[src/rtl/bullet_pkg.sv]
// Shared types and constants for the bullet fire scheduler.
package bullet_pkg;

  // Player facing as reported by the movement logic.
  typedef enum logic [1:0] {
    LEFT  = 2'b00,
    RIGHT = 2'b01,
    DOWN  = 2'b10,
    UP    = 2'b11
  } dir_t;

  // Fire sequencing states.
  typedef enum logic [1:0] {
    READY        = 2'b00,
    COOLDOWN     = 2'b01,
    WAIT_RELEASE = 2'b10
  } fire_state_t;

  // Spacebar keycode from the keyboard decoder.
  localparam logic [7:0] KEY_SPACE = 8'd44;

  // Shot counter step; the 8-bit result wraps 255 -> 0 naturally.
  function automatic logic [7:0] wrap_inc8(input logic [7:0] value);
    return value + 8'd1;
  endfunction

endpackage

[src/rtl/lowest_free_encoder.sv]
// Combinational priority encoder: picks the lowest-index free slot.
module lowest_free_encoder #(
  parameter int unsigned N = 4
) (
  input  logic [N-1:0] free_i,
  output logic [N-1:0] grant_o,
  output logic         any_free_o
);

  logic seen_s;

  // Walk from slot 0 upward; the first free slot masks all higher ones.
  always_comb begin
    grant_o = '0;
    seen_s  = 1'b0;
    for (int k = 0; k < N; k++) begin
      grant_o[k] = free_i[k] & ~seen_s;
      seen_s     = seen_s | free_i[k];
    end
    any_free_o = seen_s;
  end

endmodule

[src/rtl/bullet_fire_scheduler.sv]
// Fire sequencer for one player's bullet slots: key edge/hold handling,
// inter-shot cooldown, upgrade timer, slot allocation and shot counting.
module bullet_fire_scheduler
  import bullet_pkg::*;
#(
  parameter int unsigned NUM_SLOTS       = 4,
  parameter int unsigned COOLDOWN_FRAMES = 8,
  parameter int unsigned UPGRADE_FRAMES  = 600,
  parameter logic [7:0]  FIRE_KEY        = KEY_SPACE
) (
  input  logic                 frame_clk,
  input  logic                 Reset,
  input  logic [7:0]           keycode,
  input  logic [1:0]           direction,
  input  logic                 upgrade_pickup,
  input  logic [NUM_SLOTS-1:0] slot_done,
  output logic [NUM_SLOTS-1:0] slot_active,
  output logic [NUM_SLOTS-1:0] launch,
  output logic [1:0]           launch_dir,
  output logic                 upgraded,
  output logic                 cooldown_busy,
  output logic [7:0]           shots_fired
);

  localparam int unsigned CNT_W = $clog2(COOLDOWN_FRAMES);
  localparam int unsigned TMR_W = $clog2(UPGRADE_FRAMES + 1);

  // Cooldown reload values: the state lasts reload+1 frames.
  localparam logic [CNT_W-1:0] CNT_FULL = CNT_W'(COOLDOWN_FRAMES - 1);
  localparam logic [CNT_W-1:0] CNT_HALF = CNT_W'(COOLDOWN_FRAMES / 2 - 1);
  localparam logic [CNT_W-1:0] CNT_ONE  = CNT_W'(1);
  localparam logic [CNT_W-1:0] CNT_ZERO = CNT_W'(0);

  localparam logic [TMR_W-1:0] TMR_LOAD = TMR_W'(UPGRADE_FRAMES);
  localparam logic [TMR_W-1:0] TMR_ONE  = TMR_W'(1);
  localparam logic [TMR_W-1:0] TMR_ZERO = TMR_W'(0);

  fire_state_t          state_q, state_d;
  logic [CNT_W-1:0]     cnt_q, cnt_d;
  logic [TMR_W-1:0]     timer_q, timer_d;
  logic [NUM_SLOTS-1:0] slot_active_q, slot_active_d;
  logic [NUM_SLOTS-1:0] launch_q, launch_d;
  dir_t                 launch_dir_q, launch_dir_d;
  logic                 upgraded_q, upgraded_d;
  logic                 cooldown_busy_q, cooldown_busy_d;
  logic [7:0]           shots_q, shots_d;

  logic                 fire_s;
  logic [NUM_SLOTS-1:0] grant_s;
  logic                 any_free_s;

  assign fire_s = (keycode == FIRE_KEY);

  // Allocation looks only at slots in flight before this edge, so a slot
  // retiring on the same edge cannot be reused until the next frame.
  lowest_free_encoder #(
    .N (NUM_SLOTS)
  ) u_free_enc (
    .free_i     (~slot_active_q),
    .grant_o    (grant_s),
    .any_free_o (any_free_s)
  );

  // Fire FSM: launch decision, cooldown countdown and key-release gating.
  always_comb begin
    state_d      = state_q;
    cnt_d        = cnt_q;
    launch_d     = '0;
    launch_dir_d = launch_dir_q;
    shots_d      = shots_q;
    case (state_q)
      READY: begin
        if (fire_s) begin
          if (any_free_s) begin
            launch_d     = grant_s;
            launch_dir_d = dir_t'(direction);
            cnt_d        = upgraded_q ? CNT_HALF : CNT_FULL;
            shots_d      = wrap_inc8(shots_q);
            state_d      = COOLDOWN;
          end else begin
            // No free slot: the press is dropped, not queued.
            state_d = WAIT_RELEASE;
          end
        end else begin
          state_d = READY;
        end
      end
      COOLDOWN: begin
        if (cnt_q == CNT_ZERO) begin
          // A key still down when cooldown ends must be released first.
          state_d = fire_s ? WAIT_RELEASE : READY;
        end else begin
          cnt_d = cnt_q - CNT_ONE;
        end
      end
      WAIT_RELEASE: begin
        if (!fire_s) begin
          state_d = READY;
        end else begin
          state_d = WAIT_RELEASE;
        end
      end
      default: begin
        state_d = READY;
        cnt_d   = CNT_ZERO;
      end
    endcase
    cooldown_busy_d = (state_d == COOLDOWN);
  end

  // Slot occupancy: retire on slot_done, occupy on launch.
  always_comb begin
    slot_active_d = (slot_active_q & ~slot_done) | launch_d;
  end

  // Upgrade timer: a pickup restarts the full duration, otherwise count down to zero.
  always_comb begin
    if (upgrade_pickup) begin
      timer_d = TMR_LOAD;
    end else if (timer_q != TMR_ZERO) begin
      timer_d = timer_q - TMR_ONE;
    end else begin
      timer_d = timer_q;
    end
    upgraded_d = (timer_d != TMR_ZERO);
  end

  // State and output registers with asynchronous reset.
  always_ff @(posedge frame_clk or posedge Reset) begin
    if (Reset) begin
      state_q         <= READY;
      cnt_q           <= CNT_ZERO;
      timer_q         <= TMR_ZERO;
      slot_active_q   <= '0;
      launch_q        <= '0;
      launch_dir_q    <= LEFT;
      upgraded_q      <= 1'b0;
      cooldown_busy_q <= 1'b0;
      shots_q         <= 8'd0;
    end else begin
      state_q         <= state_d;
      cnt_q           <= cnt_d;
      timer_q         <= timer_d;
      slot_active_q   <= slot_active_d;
      launch_q        <= launch_d;
      launch_dir_q    <= launch_dir_d;
      upgraded_q      <= upgraded_d;
      cooldown_busy_q <= cooldown_busy_d;
      shots_q         <= shots_d;
    end
  end

  assign slot_active   = slot_active_q;
  assign launch        = launch_q;
  assign launch_dir    = launch_dir_q;
  assign upgraded      = upgraded_q;
  assign cooldown_busy = cooldown_busy_q;
  assign shots_fired   = shots_q;

endmodule

[config.mk]
export PLATFORM = sky130hd
export DESIGN_NAME = bullet_fire_scheduler
export DESIGN_NICKNAME = d
export VERILOG_FILES = /design/src/rtl/bullet_pkg.sv /design/src/rtl/lowest_free_encoder.sv /design/src/rtl/bullet_fire_scheduler.sv
export SDC_FILE = /design/constraint.sdc
export NUM_CORES = 1
export LEC_CHECK = 0
export ABC_CLOCK_PERIOD_IN_PS = 2200
export BUFFER_PORTS_ARGS = -buffer_cell sky130_fd_sc_hd__buf_2
export CORE_MARGIN = 10
export CORE_UTILIZATION = 30
export DETAILED_ROUTE_END_ITERATION = 16
export PLACE_DENSITY = 0.55
export SLEW_MARGIN = 20
export SYNTH_ARGS = -nofsm -noshare
export SYNTH_HDL_FRONTEND = slang
export SYNTH_SLANG_ARGS = --single-unit
[constraint.sdc]
create_clock -name frame_clk -period 2.2 [get_ports frame_clk]
set_input_delay 0.22 -clock frame_clk [delete_from_list [all_inputs] [get_ports frame_clk]]
set_output_delay 0.22 -clock frame_clk [all_outputs]
set_load 0.05 [all_outputs]
# [After elaboration in Yosys (flattened, before gate mapping)]
# Cells that the tools add are included.
[totals] ff_bits=35 input_bits=17 out_inout_bits=20 word_cells=54
[op_classes] n_addsub=3 eq_ne=7 n_mux=15 n_bitwise=14 n_reduce_logical=6
[op_table] operator="10-bit 2-to-1 mux" count=2
[op_table] operator="10-bit nonzero test" count=2
[op_table] operator="3-bit 2-to-1 mux" count=4
[op_table] operator="4-bit 2-to-1 mux" count=3
[op_table] operator="10-bit by 1-bit subtractor with 10-bit output, second input constant" count=1
[op_table] operator="3-bit case mux with 3 select lines" count=1
[op_table] operator="8-bit by 1-bit adder with 8-bit output, second input constant" count=1
[op_table] operator="8-bit by 6-bit == test with 1-bit output, second input constant" count=1
[op_table] operator="2-bit 2-to-1 mux" count=4
[op_table] operator="4-bit NOT" count=2
[op_table] operator="2-bit != test, second input constant" count=3
[op_table] operator="2-bit case mux with 3 select lines" count=1
[op_table] operator="4-bit bitwise AND" count=1
[op_table] operator="2-bit by 1-bit == test with 1-bit output, second input constant" count=2
[op_table] operator="1-bit NOT" count=4
[op_table] operator="4-bit bitwise OR" count=1
[op_table] operator="4-bit AND reduction" count=1
[op_table] operator="1-bit bitwise AND" count=3
[op_table] operator="3-bit logical NOT" count=1
[op_table] operator="1-bit bitwise OR" count=3
[op_table] operator="3-bit AND reduction" count=1
[op_table] operator="3-bit by 1-bit subtractor with 3-bit output, second input constant" count=1
[op_table] operator="2-bit == test, second input constant" count=1
[op_table] operator="2-bit logical NOT" count=1

# [Logic depth before layout (Yosys ltp)]
# Gate-level depths: netlist (run 1).
[logic_depth] depth_word=9 depth_mapped=7 depth_no_buf=7

# [Modules after synthesis]
# From an unflattened synthesis (run 1), not the netlist that was laid out.
[hier_totals] hier_cells=175 hier_area_um2=1809.2
[by_module_without_submodules] module="bullet_fire_scheduler" instances=1 cells_each=170 area_per_inst_um2=1771.7 seq_area_each_um2=875.8
[by_module_without_submodules] module="lowest_free_encoder" instances=1 cells_each=5 area_per_inst_um2=37.5 seq_area_each_um2=0.0

# [Least setup slack after synthesis (run 1)]
# OpenSTA, ideal clock, no wires.
[synth_path] path_kind="register -> register" start="register timer_q[0]" end="register upgraded_q (netlist: upgraded)" setup_ns=0.138 arrival_ns=1.563 required_ns=2.062 setup_slack_ns=0.499 path_stages_with_launch=8 n_path_buf=0 synth_period_minus_slack_ns=1.701 path_cell_list="dfrtp_1 -> inv_1 -> ha_1 -> or3b_1 -> a21oi_1 -> o31ai_2 -> nor3b_2 -> nand4_1"
[synth_between] elab_chain_cells=4 elab_cells_between_ends=5 cone_classes="add/sub: 1; mux: 2; reduce/logical: 2"
[synth_lines] item="start, declared" line="bullet_fire_scheduler.sv:40" rtl="logic [TMR_W-1:0] timer_q, timer_d;"
[synth_lines] item="start signal, assigned" line="bullet_fire_scheduler.sv:143" rtl="timer_q <= timer_d;"
[synth_lines] item="10-bit by 1-bit subtractor with 10-bit output / 10-bit nonzero test (equally long branches)" line="bullet_fire_scheduler.sv:121, bullet_fire_scheduler.sv:120"
[synth_lines] item="10-bit 2-to-1 mux (*)" line="bullet_fire_scheduler.sv:120" rtl="end else if (timer_q != TMR_ZERO) begin"
[synth_lines] item="10-bit 2-to-1 mux (*)" line="bullet_fire_scheduler.sv:118" rtl="if (upgrade_pickup) begin"
[synth_lines] item="named net timer_d[4]" line="bullet_fire_scheduler.sv:40"
[synth_lines] item="10-bit nonzero test (*)" line="bullet_fire_scheduler.sv:125" rtl="upgraded_d = (timer_d != TMR_ZERO);"
[synth_lines] item="named net upgraded_d" line="bullet_fire_scheduler.sv:44" rtl="logic upgraded_q, upgraded_d;"
[synth_lines] item="end signal, assigned" line="bullet_fire_scheduler.sv:147" rtl="upgraded_q <= upgraded_d;"
[synth_lines] item="end, declared" line="bullet_fire_scheduler.sv:44"
# The timed path passes the listed nets; every way through them passes the cells marked *.
# A chain may end at the register's enable or synchronous reset.

# [Worst setup path in the final report (run 1)]
[layout_path] start="register timer_q[0]" end="register upgraded_q (netlist: upgraded)"
[layout_between] elab_chain_cells=4 elab_cells_between_ends=5 cone_classes="add/sub: 1; mux: 2; reduce/logical: 2"
[layout_lines] item="10-bit by 1-bit subtractor with 10-bit output / 10-bit nonzero test (equally long branches)" line="bullet_fire_scheduler.sv:121, bullet_fire_scheduler.sv:120"
[layout_lines] item="10-bit 2-to-1 mux (*)" line="bullet_fire_scheduler.sv:120"
[layout_lines] item="10-bit 2-to-1 mux (*)" line="bullet_fire_scheduler.sv:118"
[layout_lines] item="10-bit nonzero test (*)" line="bullet_fire_scheduler.sv:125"
[layout_lines] item="named net upgraded_d" line="bullet_fire_scheduler.sv:44"
# Marked as above.

==> flow_metrics.tcl, run 1 <==
set metrics [dict create \
    status "completed" \
    wl_per_cell_um 13.6 \
    num-fill-cells 579 \
    cp_data_arrival_time_ns 2.10 \
    top_usage_layer "met2" \
    fin_crit_sh 0.888 \
    area_growth_syn_to_layout_pct 19.7 \
    yosys-top-cells-area "dfrtp_1, xnor2_1, nand2_1" \
    dpl.cell_count 269 \
    finalHoldViolCount 0 \
    initial_core_util 0.313 \
    ys.flop_type "dfrtp_1" \
    holdWs_ns 0.0242 \
    ir_worst_vdd_v 0.000272 \
    core_area_sq_um 5570 \
    syn_nets 183 \
    synth_seq_area_share 0.502 \
    hold_buffers 0 \
    first_pass_iters 4 \
    fin_nets 225 \
    synth_most_common_cell "dfrtp_1" \
    synth_common_cells "dfrtp_1, nand2_1, nor2_1" \
    synth_cells 162 \
    syn_area_sq_um 1750 \
    via_per_inst 4.61 \
    hp-class "input port to asynchronous set/reset pin" \
    cts_buffer_depth 2 \
    rsz0062_at_grt "false" \
    slew_viol_final 0 \
    routed_wl_mm 3.78 \
    cts-root-buf "clkbuf_8" \
    antenna_left 0 \
    rrSetupSlack_ns 0.25 \
    maxCapViolCount 0 \
    crit_type "flip-flop to flip-flop" \
    htree_num_levels 2 \
    stdcell_count 277 \
    drive_gt1_frac 0.283 \
    post_cts_buffers 0 \
    final_util 0.375 \
    finClkSkew_ns 0.00886 \
    syn_area_per_cell_sq_um 10.8 \
    ys_ff_latch 35 \
    yosysWarnings 0 \
    gp_congestion 0.833 \
    clkLatencyLatePin_ns 0.28 \
    crit_required_ns 2.35 \
    ios 37 \
    grt_max_degree 36 \
    yosysTopAreaCellShare 0.502 \
    post_cts_resized 0 \
    power.density_nw_per_um2 629 \
    tightestPinTransition_ns 0.449 \
    grtUsageTotal 0.0871 \
    portBuffers 36 \
    path_max_fanout 6 \
    die_y_um 96.3 \
    grtUsageMet2 0.132 \
    leakage_nw 1.05 \
    synth_top_cell_by_area "dfrtp_1" \
    synthArstFlopShare 1.00 \
    cts_buffers 5 \
    min_period_ns 1.95 \
    hpwl_mm 2.85 \
    num_vias 1277 \
    dieArea_sq_um 9270 \
    setup_viol 0 \
    grt_pass1_wl_mm 6.28 \
    drtIter0Drc 31 \
    clk_transition_reported_paths_ns 0.07 \
    antenna_found_initial 0 \
    cts_tree "done" \
    cts.sinks 35 \
    setup_tns_ns 0 \
    cp-start-kind "flip-flop" \
    endpoint_kind "flip-flop" \
    timing.fmax_mhz 512 \
    chipWidth_um 96.3 \
    ys_types 45 \
    route.detailed.drc 0 \
    antennaDiodeCount 0 \
    first_global_vias 1306 \
    synth-edff-count 0 \
    grt_overflow 0 \
    rows 27 \
    slew-limit-headroom 0.693 \
    grtUsageMet1 0.105 \
    grtUsageMet3 0.0335 \
]
where the power goes:
part / switching, mW / internal, mW / total, mW / leakage (nW)
combinational: 0.105 / 0.0647 / 0.169 / 0.547
clock: 0.228 / 0.222 / 0.450 / 0.0422
sequential: 0.0267 / 0.668 / 0.694 / 0.458
total: 0.359 / 0.955 / 1.31 / 1.05
worst paths after layout:
kind | endpoint | depth (start not counted) | startpoint
worst max-delay path | upgraded | 7 | timer_q[0]
worst min-delay path | launch[1] | 3 | Reset
worst max register to register | upgraded | 7 | timer_q[0]
worst min register to register | shots_fired[7] | 1 | shots_fired[7]
max in group asynchronous | timer_q[9] | 3 | Reset
min in group frame_clk | slot_active[2] | 2 | slot_done[2]
cells by family after synthesis:
family / count (synthesis) / share of synthesized area
adders and majority gates: 4 / 0.0287
and+or+nand+nor: 73 / 0.258
AOI/OAI and AO/OA: 23 / 0.103
xor gates and xnor gates: 10 / 0.0502
DFF: 35 / 0.502
muxes: 4 / 0.0237
buffers and inverters: 13 / 0.0344
worst max-delay path: stages, from the launching register on:
cell      delay, ns
dfrtp_1        0.41
inv_1          0.12
ha_1           0.21
nor2b_1        0.28
nand4b_2       0.25
xnor2_1        0.26
nor3b_2        0.19
nand4_1        0.10
cell usage in the layout, fill, tap and decap left out, types with 3 or more instances in the layout:
master	count
inv_1	10
a21oi_1	3
mux2i_1	3
nor3_2	3
nand2_1	18
dfrtp_1	35
and3_1	3
clkbuf_8	5
nor2b_1	3
nor2_1	17
buf_2	36
a211o_1	3
nand4_1	6
nor3b_2	3
nand2b_1	3
xnor2_1	9
o21ai_0	3
nor3_1	3
ha_1	4
registers in the layout (all words and copies together) (netlist names):
signal,count
timer_q,10
cooldown_busy,1
upgraded,1
state_q,2
launch_dir,2
shots_fired,8
cnt_q,3
launch,4
slot_active,4
metrics by stage:
| step | instance area, sq um | worst slack, ns | total power, mW |
|---|---|---|---|
| 3_5_place_dp | 2010 | 0.306 | 0.877 |
| 4_1_cts | 2090 | 0.254 | 1.34 |
| 2_1_floorplan | 1750 | 0.499 | 0.825 |
| 3_3_place_gp | 2010 | 0.351 | 0.877 |
| 6_report | 2090 | 0.247 | 1.31 |
| 5_1_grt | 2090 | 0.0689 | 1.40 |
per-layer routing:
| layer | vias up | routed length [um] |
|---|---|---|
| met4 | 0 | 47 |
| li1 | 652 | - |
| met5 | - | 0 |
| met2 | 29 | 1630 |
| met3 | 2 | 296 |
| met1 | 594 | 1800 |
final cells by class:
type                    instances  area [sq um]  area share
well taps                      72          90.1      0.0431
flip-flops and latches         35           876       0.419
multi-input cells             114           810       0.387
clock inverters                 1          5.00     0.00240
repair buffers                 38           195      0.0934
clock buffers                   7          76.3      0.0365
inverters                      10          37.5      0.0180
(Power assumes the default switching activity.)
==> run 2, diff against run 1 <==
--- a/config.mk
+++ b/config.mk
@@ -7,7 +7,7 @@
 export LEC_CHECK = 0
 export ABC_CLOCK_PERIOD_IN_PS = 2200
 export BUFFER_PORTS_ARGS = -buffer_cell sky130_fd_sc_hd__buf_2
-export CORE_MARGIN = 10
+export CORE_MARGIN = 1
 export CORE_UTILIZATION = 30
 export DETAILED_ROUTE_END_ITERATION = 16
 export PLACE_DENSITY = 0.55
==> run 2 against run 1 <==
Compared with the run above: worst setup slack improved by 0.028 ns; via count rose by 1.9%; power fell by 0.58%; largest cell class unchanged; largest power group unchanged.
==> flow_metrics.tcl, run 2 (synthesis results as in run 1) <==
set metrics [dict create \
    first_global_vias 1226 \
    num_vias 1301 \
    final_cell_mix "buf_2, dfrtp_1, nand2_1, nor2_1, inv_1" \
    cp-start-kind "flip-flop" \
    drive_gt1_frac 0.283 \
    endpoint_kind "flip-flop" \
    ir_worst_vdd_v 0.000460 \
    tightestPinTransition_ns 0.467 \
    critPathTopFamily "simple AND/OR/NAND/NOR gates" \
    core_area_sq_um 5540 \
    cp_slowest_stage_delay_ns 0.41 \
    chipWidth_um 78.3 \
    cts_buffers 5 \
    cp_data_arrival_time_ns 2.07 \
    slew_viol_final 0 \
    cts.sinks 35 \
    grtUsageTotal 0.121 \
    crit_required_ns 2.35 \
    setup_tns_ns 0 \
    hold_buffers 0 \
    rsz0062_at_grt "false" \
    hpwl_mm 2.45 \
    post_cts_resized 0 \
    top_register "timer_q" \
    cp_num_buf_inv 1 \
    final_common_cell "buf_2" \
    largest_reg_flops 10 \
    rows 27 \
    worstPathCellList "inv_1, ha_1, nor2b_1, nand4b_2, xnor2_1, nor3b_2, nand4_1" \
    dpl.cell_count 269 \
    fin_nets 225 \
    htree_num_levels 2 \
    fin_crit_sh 0.875 \
    initial_core_util 0.315 \
    slew-limit-headroom 0.681 \
    dieArea_sq_um 6130 \
    status "completed" \
    slowest_stage "dfrtp_1" \
    drtIter0Drc 40 \
    timing.fmax_mhz 520 \
    setup_viol 0 \
    antennaDiodeCount 0 \
    leakage_nw 1.05 \
    portBuffers 36 \
    clk_transition_reported_paths_ns 0.07 \
    cts_buffer_depth 2 \
    die_y_um 78.3 \
    finalHoldViolCount 0 \
    wl_per_cell_um 12.1 \
    crit_type "flip-flop to flip-flop" \
    stdcell_count 277 \
    cts-root-buf "clkbuf_8" \
    grt_pass1_wl_mm 5.69 \
    power.density_nw_per_um2 625 \
    antenna_found_initial 0 \
    finClkSkew_ns 0.00682 \
    routed_wl_mm 3.35 \
    post_cts_buffers 0 \
    cts_tree "done" \
    clkLatencyLatePin_ns 0.28 \
    grt_max_degree 36 \
    via_per_inst 4.70 \
    min_period_ns 1.92 \
    area_growth_syn_to_layout_pct 19.7 \
    first_pass_iters 4 \
    num-fill-cells 589 \
    ios 37 \
    antenna_left 0 \
    gp_congestion 0.807 \
    route.detailed.drc 0 \
    path_max_fanout 6 \
    grt_overflow 0 \
    maxCapViolCount 0 \
    hp-class "input port to asynchronous set/reset pin" \
]
-- run 2: cell counts in the layout (fill, tap and decap cells not counted) --
Identical to the previous run, type by type.
-- run 2: routing by layer --
| metal | vias to the layer above | wire length, um | GRT usage |
|---|---|---|---|
| met3 | 7 | 148 | 0.0326 |
| met1 | 609 | 1620 | 0.157 |
| met4 | 0 | 64 | 0.0611 |
| li1 | 653 | - | - |
| met5 | - | 0 | 0 |
| met2 | 32 | 1510 | 0.186 |
-- run 2: stage by stage --
stage / hold WS, ns / power [mW] / setup slack, ns / instance area [sq um] / utilization
after floorplan: 0.314 / 0.825 / 0.499 / 1750 / -
after global placement: 0.347 / 0.877 / 0.348 / 2010 / 0.362
after detailed placement: 0.352 / 0.876 / 0.292 / 2010 / 0.362
after CTS: 0.0445 / 1.33 / 0.285 / 2090 / 0.377
after global routing: 0.0695 / 1.39 / 0.114 / 2090 / 0.377
final: 0.0231 / 1.31 / 0.276 / 2090 / 0.377
-- run 2: final timing paths --
check                      cells after the start  slack [ns]              to      startpoint
max                                            7        0.28        upgraded      timer_q[0]
min                                            3        0.02       launch[1]           Reset
max reg2reg                                    7        0.28        upgraded      timer_q[0]
min reg2reg                                    1        0.47  shots_fired[7]  shots_fired[7]
max in group asynchronous                      3        1.86  shots_fired[0]           Reset
min in group frame_clk                         2        0.11  slot_active[2]    slot_done[2]
-- run 2: final cells by class --
type,count,area (sq um),area share
sequential,35,876,0.419
clock buffer,7,76.3,0.0365
multi-input combinational,114,810,0.387
clock inverter,1,5.00,0.00240
tap,72,90.1,0.0431
inverter,10,37.5,0.0180
timing repair buffer,38,195,0.0934
-- run 2: tightest hold or removal path, stage by stage --
cell and delay, ns:
buf_2 0.09, inv_1 0.04, buf_4 0.38
-- run 2: where the power goes --
| group | total, mW | switching [mW] | internal [mW] | leakage [nW] |
|---|---|---|---|---|
| registers | 0.695 | 0.0270 | 0.668 | 0.458 |
| logic | 0.167 | 0.103 | 0.0642 | 0.547 |
| clock network | 0.444 | 0.222 | 0.222 | 0.0422 |
==> run 3, diff against run 2 <==
--- a/config.mk
+++ b/config.mk
@@ -6,10 +6,11 @@
 export NUM_CORES = 1
 export LEC_CHECK = 0
 export ABC_CLOCK_PERIOD_IN_PS = 2200
-export BUFFER_PORTS_ARGS = -buffer_cell sky130_fd_sc_hd__buf_2
+export BUFFER_PORTS_ARGS = -buffer_cell sky130_fd_sc_hd__buf_4
 export CORE_MARGIN = 1
 export CORE_UTILIZATION = 30
 export DETAILED_ROUTE_END_ITERATION = 16
+export MAX_ROUTING_LAYER = met4
 export PLACE_DENSITY = 0.55
 export SLEW_MARGIN = 20
 export SYNTH_ARGS = -nofsm -noshare
==> run 3 against run 2 <==
Compared with the run above: register-to-register slack gained 0.03 ns; count of clock-buffer cells in the layout is the same; core utilization grew 1.6 points; fmax grew 1.4%; final cell count is the same; first-iteration DRC count grew 40%; global-route usage grew 0.84 points; largest cell class unchanged.
==> flow_metrics.tcl, run 3 (synthesis results as in run 1) <==
set metrics [dict create \
    status "completed" \
    hpwl_mm 2.57 \
    post_cts_buffers 0 \
    num_vias 1327 \
    ir_worst_vdd_v 0.000388 \
    die_y_um 78.3 \
    routed_wl_mm 3.46 \
    htree_num_levels 2 \
    final_common_cell "buf_4" \
    gp_congestion 0.835 \
    finalHoldViolCount 0 \
    tightestPinTransition_ns 0.426 \
    setup_viol 0 \
    cts_tree "done" \
    grt_overflow 0 \
    largest_reg_flops 10 \
    stdcell_count 277 \
    ios 37 \
    hold_buffers 0 \
    final_cell_mix "buf_4, dfrtp_1, nand2_1, nor2_1, inv_1" \
    rsz0062_at_grt "false" \
    cts_buffers 5 \
    dpl.cell_count 269 \
    chipWidth_um 78.3 \
    cp-start-kind "flip-flop" \
    fin_total_pwr_mw 1.31 \
    maxCapViolCount 0 \
    clkLatencyLatePin_ns 0.28 \
    drtIter0Drc 56 \
    crit_type "flip-flop to flip-flop" \
    post_cts_resized 0 \
    top_register "timer_q" \
    grtUsageTotal 0.130 \
    num-fill-cells 590 \
    slew-limit-headroom 0.709 \
    initial_core_util 0.315 \
    ff_latch_area_sq_um 876 \
    leakage_nw 1.06 \
    path_max_fanout 6 \
    rows 27 \
    antenna_left 0 \
    slew_viol_final 0 \
    finClkSkew_ns 0.00333 \
    first_pass_iters 4 \
    clk_transition_reported_paths_ns 0.06 \
    grt_max_degree 36 \
    fin_nets 225 \
    cts.sinks 35 \
    finalWorstSetupSlack_ns 0.302 \
    first_global_vias 1201 \
    area_growth_syn_to_layout_pct 24.9 \
    setup_tns_ns 0 \
    cts-root-buf "clkbuf_8" \
    min_period_ns 1.90 \
    endpoint_kind "flip-flop" \
    via_per_inst 4.79 \
    fin_crit_sh 0.863 \
    drive_gt1_frac 0.283 \
    grt_pass1_wl_mm 5.85 \
    antennaDiodeCount 0 \
    hp-class "input port to asynchronous set/reset pin" \
    final_util 0.393 \
    crit_required_ns 2.34 \
    cts_buffer_depth 2 \
    timing.fmax_mhz 527 \
    dieArea_sq_um 6130 \
    power.density_nw_per_um2 602 \
    portBuffers 36 \
    core_area_sq_um 5540 \
    wl_per_cell_um 12.5 \
    route.detailed.drc 0 \
    cp_data_arrival_time_ns 2.04 \
    postPlaceCellArea_sq_um 2100 \
    antenna_found_initial 0 \
    dp_worst_setup_slack_ns 0.323 \
    final_area_sq_um 2180 \
    multi_input_area_sq_um 810 \
    holdWs_ns 0.0314 \
]
## run 3: power breakdown
| part | switching (mW) | internal, mW |
|---|---|---|
| logic | 0.105 | 0.0769 |
| registers | 0.0276 | 0.668 |
| clock network | 0.213 | 0.222 |
| total | 0.346 | 0.967 |
## run 3: path summary, 6_finish.rpt
path                                 from             end  slack [ns]  cells after the start
max                            timer_q[0]        upgraded        0.30                      7
min                                 Reset       launch[1]        0.03                      3
max reg2reg                    timer_q[0]        upgraded        0.30                      7
min reg2reg                shots_fired[7]  shots_fired[7]        0.47                      1
max in group asynchronous           Reset  shots_fired[4]        1.86                      3
min in group frame_clk       slot_done[0]  slot_active[0]        0.12                      2
## run 3: area by class of cell
type	count	area share
sequential	35	0.402
multi-input combinational	114	0.371
clock buffer	7	0.0350
clock inverter	1	0.00230
tap	72	0.0413
timing repair buffer	38	0.131
inverter	10	0.0172
## run 3: metal layers
| layer | GRT usage | vias to the layer above | share of wire |
|---|---|---|---|
| met5 | - | - | 0 |
| met4 | 0.0556 | 0 | 0.018 |
| met3 | 0.0384 | 6 | 0.045 |
| met2 | 0.196 | 38 | 0.48 |
| met1 | 0.161 | 633 | 0.46 |
| li1 | - | 650 | - |
## run 3: worst max-delay path: stages (launching register included)
cell	delay, ns
dfrtp_1	0.41
inv_1	0.11
ha_1	0.21
nor2b_1	0.25
nand4b_2	0.24
xnor2_1	0.25
nor3b_2	0.19
nand4_1	0.11
